### src/rtl/uart_regs_pkg.sv
// Shared definitions for the UART APB register block: register indexes,
// STATUS/CONF bit positions, reset constants and address-decode helpers.
package uart_regs_pkg;

    typedef enum logic [3:0] {
        IDX_TX       = 4'd0,
        IDX_RX       = 4'd1,
        IDX_BAUD     = 4'd2,
        IDX_CONF     = 4'd3,
        IDX_RXTRIG   = 4'd4,
        IDX_TXTRIG   = 4'd5,
        IDX_DELAY    = 4'd6,
        IDX_STATUS   = 4'd7,
        IDX_RXSTAT   = 4'd8,
        IDX_TXSTAT   = 4'd9,
        IDX_INT_EN   = 4'd10,
        IDX_INT_PEND = 4'd11
    } reg_idx_e;

    // STATUS / INT_EN / INT_PEND bit positions
    localparam int NUM_ST    = 6;
    localparam int ST_TX_INT = 0;
    localparam int ST_RX_INT = 1;
    localparam int ST_P_ERR  = 2;
    localparam int ST_ST_ERR = 3;
    localparam int ST_TX_OVF = 4;
    localparam int ST_RX_UDF = 5;

    // CONF bit positions
    localparam int CONF_CHECK    = 0;
    localparam int CONF_PARITY   = 1;
    localparam int CONF_STOP_BIT = 2;
    localparam int CONF_ST_CHECK = 3;
    localparam int CONF_TXRST    = 14;
    localparam int CONF_RXRST    = 15;

    // Reset values of the writable configuration registers
    localparam logic [31:0] CONF_RST   = 32'h4;
    localparam logic [31:0] RXTRIG_RST = 32'h1;
    localparam logic [31:0] DELAY_RST  = 32'h2;

    // True for indexes that exist in the register map
    function automatic logic is_mapped(input logic [3:0] idx);
        return idx <= 4'(IDX_INT_PEND);
    endfunction

    // True for registers that reject writes
    function automatic logic is_read_only(input logic [3:0] idx);
        return (idx == IDX_RX) || (idx == IDX_RXSTAT) ||
               (idx == IDX_TXSTAT) || (idx == IDX_INT_PEND);
    endfunction

endpackage

### src/rtl/uart_err_sync.sv
// Brings one RX-domain error level into clk, flags its rising edge, and runs
// the acknowledge handshake back to the RX side once software clears the flag.
module uart_err_sync (
    input  logic clk,
    input  logic rst_,
    input  logic err,
    input  logic clr,
    output logic rise,
    output logic ack
);
    logic sync1;
    logic sync2;
    logic prev;

    // Two-flop synchronizer followed by an edge-history flop
    always_ff @(posedge clk or negedge rst_) begin
        if (!rst_) begin
            sync1 <= 1'b0;
            sync2 <= 1'b0;
            prev  <= 1'b0;
        end else begin
            sync1 <= err;
            sync2 <= sync1;
            prev  <= sync2;
        end
    end

    assign rise = sync2 & ~prev;

    // Ack rises after a real clear (not one overridden by a new edge) and
    // holds until the synchronized error has gone low
    always_ff @(posedge clk or negedge rst_) begin
        if (!rst_) begin
            ack <= 1'b0;
        end else if (clr && !rise) begin
            ack <= 1'b1;
        end else if (ack && !sync2) begin
            ack <= 1'b0;
        end
    end

endmodule

### src/rtl/uart_apb_regs_gen2.sv
// Zero-wait APB slave register file for the UART: configuration registers,
// TX push / RX pop ports onto the FIFOs, sticky W1C status with per-source
// interrupt enables, and PSLVERR for unmapped or read-only-write accesses.
module uart_apb_regs_gen2
    import uart_regs_pkg::*;
#(
    parameter int          DATA_W   = 8,
    parameter int          FIFO_AW  = 4,
    parameter int          BAUD_W   = 16,
    parameter int unsigned BAUD_RST = 'h152,
    parameter int          DELAY_W  = 4
) (
    input  logic               clk,
    input  logic               rst_,
    input  logic [3:0]         paddr_i,
    input  logic [31:0]        pwdata_i,
    input  logic               psel_i,
    input  logic               penable_i,
    input  logic               pwrite_i,
    output logic [31:0]        prdata_o,
    output logic               pready_o,
    output logic               pslverr_o,
    input  logic               st_error,
    input  logic               p_error,
    output logic               st_error_ack,
    output logic               p_error_ack,
    input  logic               rx_fifo_rempty,
    input  logic [FIFO_AW:0]   rx_fifo_cnt,
    input  logic [DATA_W-1:0]  rx_data,
    output logic               rx_fifo_rinc,
    input  logic               tx_fifo_wfull,
    input  logic [FIFO_AW:0]   tx_fifo_cnt,
    output logic [DATA_W-1:0]  tx_data,
    output logic               tx_fifo_winc,
    output logic [BAUD_W-1:0]  baud_div,
    output logic               check,
    output logic               parity,
    output logic               stop_bit,
    output logic               st_check,
    output logic               rxrst,
    output logic               txrst,
    output logic [DELAY_W-1:0] two_tx_delay,
    output logic               uart_int_o
);
    localparam int CNT_W = FIFO_AW + 1;

    logic              setup;
    logic              access;
    logic              bad_access;
    logic              wr_en;
    logic              rd_setup;
    logic              tx_push;
    logic              rx_pop_req;
    logic [CNT_W-1:0]  rx_trig;
    logic [CNT_W-1:0]  tx_trig;
    logic [NUM_ST-1:0] status;
    logic [NUM_ST-1:0] int_en;
    logic [NUM_ST-1:0] status_set;
    logic [NUM_ST-1:0] status_clr;
    logic              rx_cond;
    logic              tx_cond;
    logic              rx_cond_q;
    logic              tx_cond_q;
    logic              p_rise;
    logic              st_rise;
    logic [31:0]       rdata;
    logic              unused_pwdata;

    assign pready_o      = 1'b1;
    assign unused_pwdata = ^pwdata_i;

    assign setup      = psel_i & ~penable_i;
    assign access     = psel_i & penable_i;
    assign bad_access = !is_mapped(paddr_i) || (pwrite_i && is_read_only(paddr_i));
    assign wr_en      = access & pwrite_i & ~bad_access;
    assign rd_setup   = setup & ~pwrite_i;
    assign tx_push    = wr_en && (paddr_i == IDX_TX);
    assign rx_pop_req = rd_setup && (paddr_i == IDX_RX);

    // Configuration registers; the flops themselves drive the config outputs
    // NOTE: state is written with <= so every flop samples pre-edge values.
    always_ff @(posedge clk or negedge rst_) begin
        if (!rst_) begin
            baud_div     <= BAUD_W'(BAUD_RST);
            check        <= CONF_RST[CONF_CHECK];
            parity       <= CONF_RST[CONF_PARITY];
            stop_bit     <= CONF_RST[CONF_STOP_BIT];
            st_check     <= CONF_RST[CONF_ST_CHECK];
            txrst        <= CONF_RST[CONF_TXRST];
            rxrst        <= CONF_RST[CONF_RXRST];
            rx_trig      <= CNT_W'(RXTRIG_RST);
            tx_trig      <= '0;
            two_tx_delay <= DELAY_W'(DELAY_RST);
            int_en       <= '0;
        end else if (wr_en) begin
            case (paddr_i)
                IDX_BAUD:   baud_div <= pwdata_i[BAUD_W-1:0];
                IDX_CONF: begin
                    check    <= pwdata_i[CONF_CHECK];
                    parity   <= pwdata_i[CONF_PARITY];
                    stop_bit <= pwdata_i[CONF_STOP_BIT];
                    st_check <= pwdata_i[CONF_ST_CHECK];
                    txrst    <= pwdata_i[CONF_TXRST];
                    rxrst    <= pwdata_i[CONF_RXRST];
                end
                IDX_RXTRIG: rx_trig      <= pwdata_i[CNT_W-1:0];
                IDX_TXTRIG: tx_trig      <= pwdata_i[CNT_W-1:0];
                IDX_DELAY:  two_tx_delay <= pwdata_i[DELAY_W-1:0];
                IDX_INT_EN: int_en       <= pwdata_i[NUM_ST-1:0];
                default:    ;
            endcase
        end
    end

    // TX push and RX pop strobes, one cycle after the triggering access
    always_ff @(posedge clk or negedge rst_) begin
        if (!rst_) begin
            tx_data      <= '0;
            tx_fifo_winc <= 1'b0;
            rx_fifo_rinc <= 1'b0;
        end else begin
            tx_fifo_winc <= tx_push & ~tx_fifo_wfull & ~txrst;
            rx_fifo_rinc <= rx_pop_req & ~rx_fifo_rempty;
            if (tx_push) begin
                tx_data <= pwdata_i[DATA_W-1:0];
            end
        end
    end

    // Read mux, evaluated during the setup phase
    // NOTE: assigning a default first keeps this block free of latches.
    always_comb begin
        rdata = '0;
        case (paddr_i)
            IDX_TX:       rdata = 32'(tx_data);
            IDX_RX:       rdata = rx_fifo_rempty ? 32'h0 : 32'(rx_data);
            IDX_BAUD:     rdata = 32'(baud_div);
            IDX_CONF: begin
                rdata[CONF_CHECK]    = check;
                rdata[CONF_PARITY]   = parity;
                rdata[CONF_STOP_BIT] = stop_bit;
                rdata[CONF_ST_CHECK] = st_check;
                rdata[CONF_TXRST]    = txrst;
                rdata[CONF_RXRST]    = rxrst;
            end
            IDX_RXTRIG:   rdata = 32'(rx_trig);
            IDX_TXTRIG:   rdata = 32'(tx_trig);
            IDX_DELAY:    rdata = 32'(two_tx_delay);
            IDX_STATUS:   rdata = 32'(status);
            IDX_RXSTAT:   rdata = 32'(rx_fifo_cnt);
            IDX_TXSTAT:   rdata = 32'(tx_fifo_cnt);
            IDX_INT_EN:   rdata = 32'(int_en);
            IDX_INT_PEND: rdata = 32'(status & int_en);
            default:      rdata = '0;
        endcase
    end

    // APB response: data and error captured at setup, presented in access
    always_ff @(posedge clk or negedge rst_) begin
        if (!rst_) begin
            prdata_o  <= '0;
            pslverr_o <= 1'b0;
        end else begin
            pslverr_o <= setup & bad_access;
            if (rd_setup) begin
                prdata_o <= rdata;
            end
        end
    end

    assign rx_cond = (rx_fifo_cnt >= rx_trig);
    assign tx_cond = (tx_fifo_cnt <= tx_trig);

    // Hardware set sources and software W1C clear mask for STATUS
    always_comb begin
        status_set            = '0;
        status_set[ST_TX_INT] = tx_cond & ~tx_cond_q;
        status_set[ST_RX_INT] = rx_cond & ~rx_cond_q;
        status_set[ST_P_ERR]  = p_rise;
        status_set[ST_ST_ERR] = st_rise;
        status_set[ST_TX_OVF] = tx_push & tx_fifo_wfull;
        status_set[ST_RX_UDF] = rx_pop_req & rx_fifo_rempty;
        status_clr            = '0;
        if (wr_en && (paddr_i == IDX_STATUS)) begin
            status_clr = pwdata_i[NUM_ST-1:0];
        end
    end

    // Sticky STATUS (a set in the same cycle beats a clear), trigger
    // history and the registered interrupt line
    always_ff @(posedge clk or negedge rst_) begin
        if (!rst_) begin
            status     <= '0;
            rx_cond_q  <= 1'b0;
            tx_cond_q  <= 1'b0;
            uart_int_o <= 1'b0;
        end else begin
            status     <= (status & ~status_clr) | status_set;
            rx_cond_q  <= rx_cond;
            tx_cond_q  <= tx_cond;
            uart_int_o <= |(status & int_en);
        end
    end

    uart_err_sync u_p_err_sync (
        .clk  (clk),
        .rst_ (rst_),
        .err  (p_error),
        .clr  (status_clr[ST_P_ERR] & status[ST_P_ERR]),
        .rise (p_rise),
        .ack  (p_error_ack)
    );

    uart_err_sync u_st_err_sync (
        .clk  (clk),
        .rst_ (rst_),
        .err  (st_error),
        .clr  (status_clr[ST_ST_ERR] & status[ST_ST_ERR]),
        .rise (st_rise),
        .ack  (st_error_ack)
    );

endmodule
### config.mk
export PLATFORM = sky130hd
export DESIGN_NAME = uart_apb_regs_gen2
export DESIGN_NICKNAME = d
export VERILOG_FILES = /design/src/rtl/uart_regs_pkg.sv /design/src/rtl/uart_err_sync.sv /design/src/rtl/uart_apb_regs_gen2.sv
export SDC_FILE = /design/constraint.sdc
export NUM_CORES = 1
export LEC_CHECK = 0
export CAP_MARGIN = 15
export CORE_UTILIZATION = 35
export DETAILED_ROUTE_END_ITERATION = 10
export SKIP_CTS_REPAIR_TIMING = 1
export SKIP_LAST_GASP = 1
export SLEW_MARGIN = 20
export SYNTH_ARGS = -nofsm -noshare
export SYNTH_HDL_FRONTEND = slang
export SYNTH_SLANG_ARGS = --single-unit
### constraint.sdc
create_clock -name clk -period 1.4 [get_ports clk]
set_input_delay 0.28 -clock clk [delete_from_list [all_inputs] [get_ports clk]]
set_output_delay 0.28 -clock clk [all_outputs]
set_load 0.02 [all_outputs]
Yosys cells after proc, flatten, opt, wreduce, memory -nomap -nowiden:

Cells that the tools add are included.

* add/sub/neg operators: 0
* multipliers: 0
* div/mod/pow operators: 0
* $lt $le $gt $ge: 3
* equality and inequality tests: 11
* shifts and indexed selects: 0
* mux-type cells: 9
* bitwise logic cells: 32
* reductions and logical operators: 27

Operator list (count)
* 10-bit one-hot mux with 10 select lines: 1
* 4-bit one-hot mux with 12 select lines: 1
* 6-bit AND: 3
* 1-bit AND: 17
* 4-bit by 3-bit equality test with 1-bit output, second input constant: 4
* 4-bit equality test, second input constant: 4
* 2-bit AND reduction: 6
* 1-bit NOT: 10
* 4-bit by 2-bit equality test with 1-bit output, second input constant: 2
* 1-bit logical AND: 8
* 8-bit two-way mux: 1
* 2-bit one-hot mux with 4 select lines: 1
* 6-bit two-way mux: 1
* 6-bit NOT: 1
* 6-bit bitwise OR: 1
* 6-bit OR reduction: 1
* 5-bit >= comparator: 1
* 5-bit <= comparator: 1
* 1-bit zero test: 5
* 4-bit by 1-bit equality test with 1-bit output, second input constant: 1
* 4-bit <= comparator, second input constant: 1
* 4-bit zero test: 1
* 1-bit logical OR: 4
* 1-bit two-way mux: 4
* 2-bit nonzero test: 2

* bits in registers: 102
* latch bits: 0
* memory bits (writable): 0
* memory bits (read-only): 0
* bits of input ports: 63
* output and inout port bits: 73
* logic and storage cells: 110
* memories kept: 0

Logic depth before layout (Yosys ltp):

* word-level depth: 13
* depth in mapped cells: 7
* depth with buffers taken out: 6

By module:

Synthesis repeated with hierarchy kept, for this count alone.

* cell total of the unflattened synthesis: 404
* area, all modules: 4312.9 um^2

By module, submodules not included
* uart_apb_regs_gen2: instances 1, cells an instance 388, area each 4052.6 um^2, sequential area each 1960.6 um^2
* uart_err_sync: instances 2, cells an instance 8, area each 130.1 um^2, sequential area each 100.1 um^2

Least setup slack after synthesis:

Ideal clock, no wire load.

* path type: reg-to-reg
* start: register rx_trig[0]
* end: register status[1]
* library setup time: 126 ps
* arrival time: 1365 ps
* required time: 1274 ps
* slack: -91 ps
* cell stages (with the launch flop): 6
* buffers on the path: 0
* period minus slack after synthesis: 1491 ps
* cell sequence: dfstp_2 ha_1 nand2b_1 a21oi_1 o21ai_0 a221o_1

* word-level cells in the longest chain between the ends: 3

RTL lines
* from (decl): RTL line uart_apb_regs_gen2.sv:54 `logic [CNT_W-1:0] rx_trig;`
* from (signal assigned): RTL line uart_apb_regs_gen2.sv:91 `rx_trig <= CNT_W'(RXTRIG_RST);`
* from (signal assigned): RTL line uart_apb_regs_gen2.sv:106 `IDX_RXTRIG: rx_trig <= pwdata_i[CNT_W-1:0];`
* 5-bit >= comparator: RTL line uart_apb_regs_gen2.sv:171 `assign rx_cond = (rx_fifo_cnt >= rx_trig);`
* 1-bit AND: RTL line uart_apb_regs_gen2.sv:178 `status_set[ST_RX_INT] = rx_cond & ~rx_cond_q;`
* 6-bit bitwise OR: RTL line uart_apb_regs_gen2.sv:198 `status <= (status & ~status_clr) | status_set;`
* to (signal assigned): RTL line uart_apb_regs_gen2.sv:198
* to (decl): RTL line uart_apb_regs_gen2.sv:56 `logic [NUM_ST-1:0] status;`

Every way passes these cells.
A chain may end at the register's enable or synchronous reset.

Worst setup path in the final report:

Ends and elaborated chain as after synthesis.

==> results_dict.tcl <==
set metrics [dict create \
    status "finished with violations" \
    violations "negative setup slack" \
    clock_path_buffers 2 \
    viasPerCell 5.18 \
    drcViolationCount 0 \
    final_util_pct 55.5 \
    post-place-ws_ps -796 \
    leakagePower_nw 3.98 \
    cts-root-buf "clkbuf_16" \
    track_usage_pct 21.2 \
    synthArstFlopShare_pct 100 \
    hold_viol 0 \
    cp.buffers_inverters 0 \
    powerDensity_nw_per_um2 1050 \
    slowest_delay_ps 550 \
    first_iter_violations 300 \
    grt_max_degree 29 \
    dpl-instance-area_um2 6300 \
    die_x_um 116 \
    whs_ps 273 \
    ys_ff_latch 86 \
    yosys-top-cells-count "79 x dfrtp_1, 48 x mux2_2, 20 x inv_1, 19 x buf_4, 15 x nand2_1" \
    power.total_mw 7.29 \
    diodes 0 \
    pin_count 136 \
    start_util_pct 35.9 \
    cpLargestDelayFamily "flip-flops" \
    worstSetupEndpointType "register" \
    drv_cap 0 \
    grt_pass1_vias 3832 \
    synth.most_common_cell "dfrtp_1" \
    gp_congestion 0.935 \
    synth_top_area_share_pct 43.8 \
    die_area_um2 13300 \
    synth.area.top_cells "dfrtp_1 44%, mux2_2 12%, dfstp_2 4.1%, mux2_4 3.3%, buf_4 3.2%" \
    critPathLaunch "rx_trig[0]$_DFFE_PN1P_" \
    synth_edf_count 0 \
    dp_hpwl_um 10300 \
    grt_pass1_wl_um 20900 \
    yosysSeqAreaShare_pct 47.9 \
    syn-instance-count 377 \
    nets 638 \
    required_ps 1620 \
    fin_area_um2 6980 \
    clk_pin_slew_ps 70 \
    fin_crit_ps 1540 \
    peakVddDrop_uv 589 \
    worstSetupPathType "reg2reg" \
    fin_ws_ps -136 \
    ant_nets 0 \
    synth_cell_types 60 \
    worst-path-max-fanout 2 \
    antenna_found_initial 0 \
    maxSlewViolCount 0 \
    synth_area_um2 4510 \
    crit_slowest_cell "dfstp_2" \
    firstDrtPassIters 4 \
    area_delta_synth_final_pct 54.7 \
    clk_latency_ps 340 \
    cts_tree "built" \
    rsz0062_at_grt "yes" \
    fin_crit_sh_pct 110 \
    numCtsBuffers 9 \
    port_buffers 102 \
    dr_total_vias 3842 \
    cp_cell_sequence "ha_4, nand2b_4, a21oi_2, o21ai_2, a221o_1" \
    arrival_ps 1760 \
    yosys.area.top_type "dfrtp_1" \
    fillers 1098 \
    ctsHtreeMaxLevel 3 \
    core-area_um2 12600 \
    post_drt_wl_per_cell_um 18.6 \
    seqCellArea_um2 2160 \
    setup-violations-final 5 \
    drive_gt1_share_pct 38.4 \
    yosysWarnings 0 \
    dieHeight_um 116 \
    synth_ff_type "dfrtp_1" \
    hp-class "in2reg" \
    r2r_start "rx_trig[0]$_DFFE_PN1P_" \
    hp-start "psel_i" \
    skew_ps 7.39 \
    syn-mean-instance-area_um2 12.0 \
    start_kind "register" \
    std_cell_rows 41 \
    clock.fmax_ghz 0.651 \
    overflow 0 \
    multi_input_area_um2 2210 \
    cts_sinks 86 \
    wl_um 13800 \
]
[worst paths after layout]
| check | to | slack [ps] | depth (start not counted) |
|---|---|---|---|
| worst min-delay path | pslverr_o$_DFF_PN0_ | 270 | 2 |
| worst max register to register | status[1]$_DFF_PN0_ | -140 | 5 |
| worst max-delay path | status[1]$_DFF_PN0_ | -140 | 5 |
| min in group asynchronous | rx_trig[2]$_DFFE_PN0P_ | 420 | 2 |
| max in group asynchronous | baud_div[1]$_DFFE_PN1P_ | 430 | 3 |
| worst min register to register | u_p_err_sync.sync2$_DFF_PN0_ | 350 | 0 |
[registers in the layout, indices dropped and copies added (netlist names), 4 cells and up]
register / cells
tx_data: 8
status: 6
prdata_o: 16
int_en: 6
tx_trig: 5
two_tx_delay: 4
baud_div: 16
rx_trig: 5
[layout make-up]
class | count | area share (%)
multi-input combinational | 249 | 31.7
sequential | 86 | 31.0
timing repair buffer | 199 | 28.6
clock buffer | 10 | 3.28
tap | 172 | 3.08
clock inverter | 6 | 1.35
inverter | 20 | 1.08
[cell usage in the layout, fill, tap and decap left out, drive strengths merged, types with 3 or more instances in the layout]
cell type      count
nand2             16
o21ai             13
nand3              9
and4b              3
inv               22
nor4b              3
clkbuf            17
o2bb2ai            3
a221oi             5
mux2              58
a22oi              9
a311oi             3
a21o               4
o211ai             4
dfstp              7
clkdlybuf4s50     36
a22o              12
a32oi              4
nor3               6
nor2b              9
a21oi              6
nor2              10
conb              17
dfrtp             79
ha                10
a31oi              7
nand2b             6
buf               97
a32o               3
nor3b              4
dlymetal6s2s      58
[metrics by stage]
step	instances	setup TNS, ps
2_1_floorplan	392	-1170
3_3_place_gp	714	-46280
3_5_place_dp	714	-47550
4_1_cts	730	-33230
5_1_grt	742	-473
6_report	742	-307
[layer usage]
metal / vias up / global-route usage, % / routed length [µm] / part of all wire, %
li1: 1743 / - / - / -
met1: 1924 / 27.8 / 5960 / 43
met2: 149 / 33.7 / 6630 / 48
met3: 26 / 4.81 / 761 / 5.5
met4: 0 / 8.83 / 420 / 3.0
met5: - / 0 / 0 / 0
[power by group]
part,switching (mW),internal (mW),leakage (nW)
Sequential,0.206,2.75,1.10
Clock,1.02,1.58,0.154
Combinational,0.824,0.907,2.73
Total,2.05,5.24,3.98
[logic make-up (layout without fill, tap and decap cells)]
kind of cell	count (synthesis)	in the layout	share of synthesized area (%)
AO/OA/AOI/OAI	83	83	13.8
adder cells (fa/ha/maj)	10	10	2.77
buffers and inverters	57	235	7.46
flip-flops	86	86	47.9
multiplexers	60	60	15.8
other	2	17	0.166
AND/OR/NAND/NOR	79	79	12.2
Power figures use the tool's default switching activity.
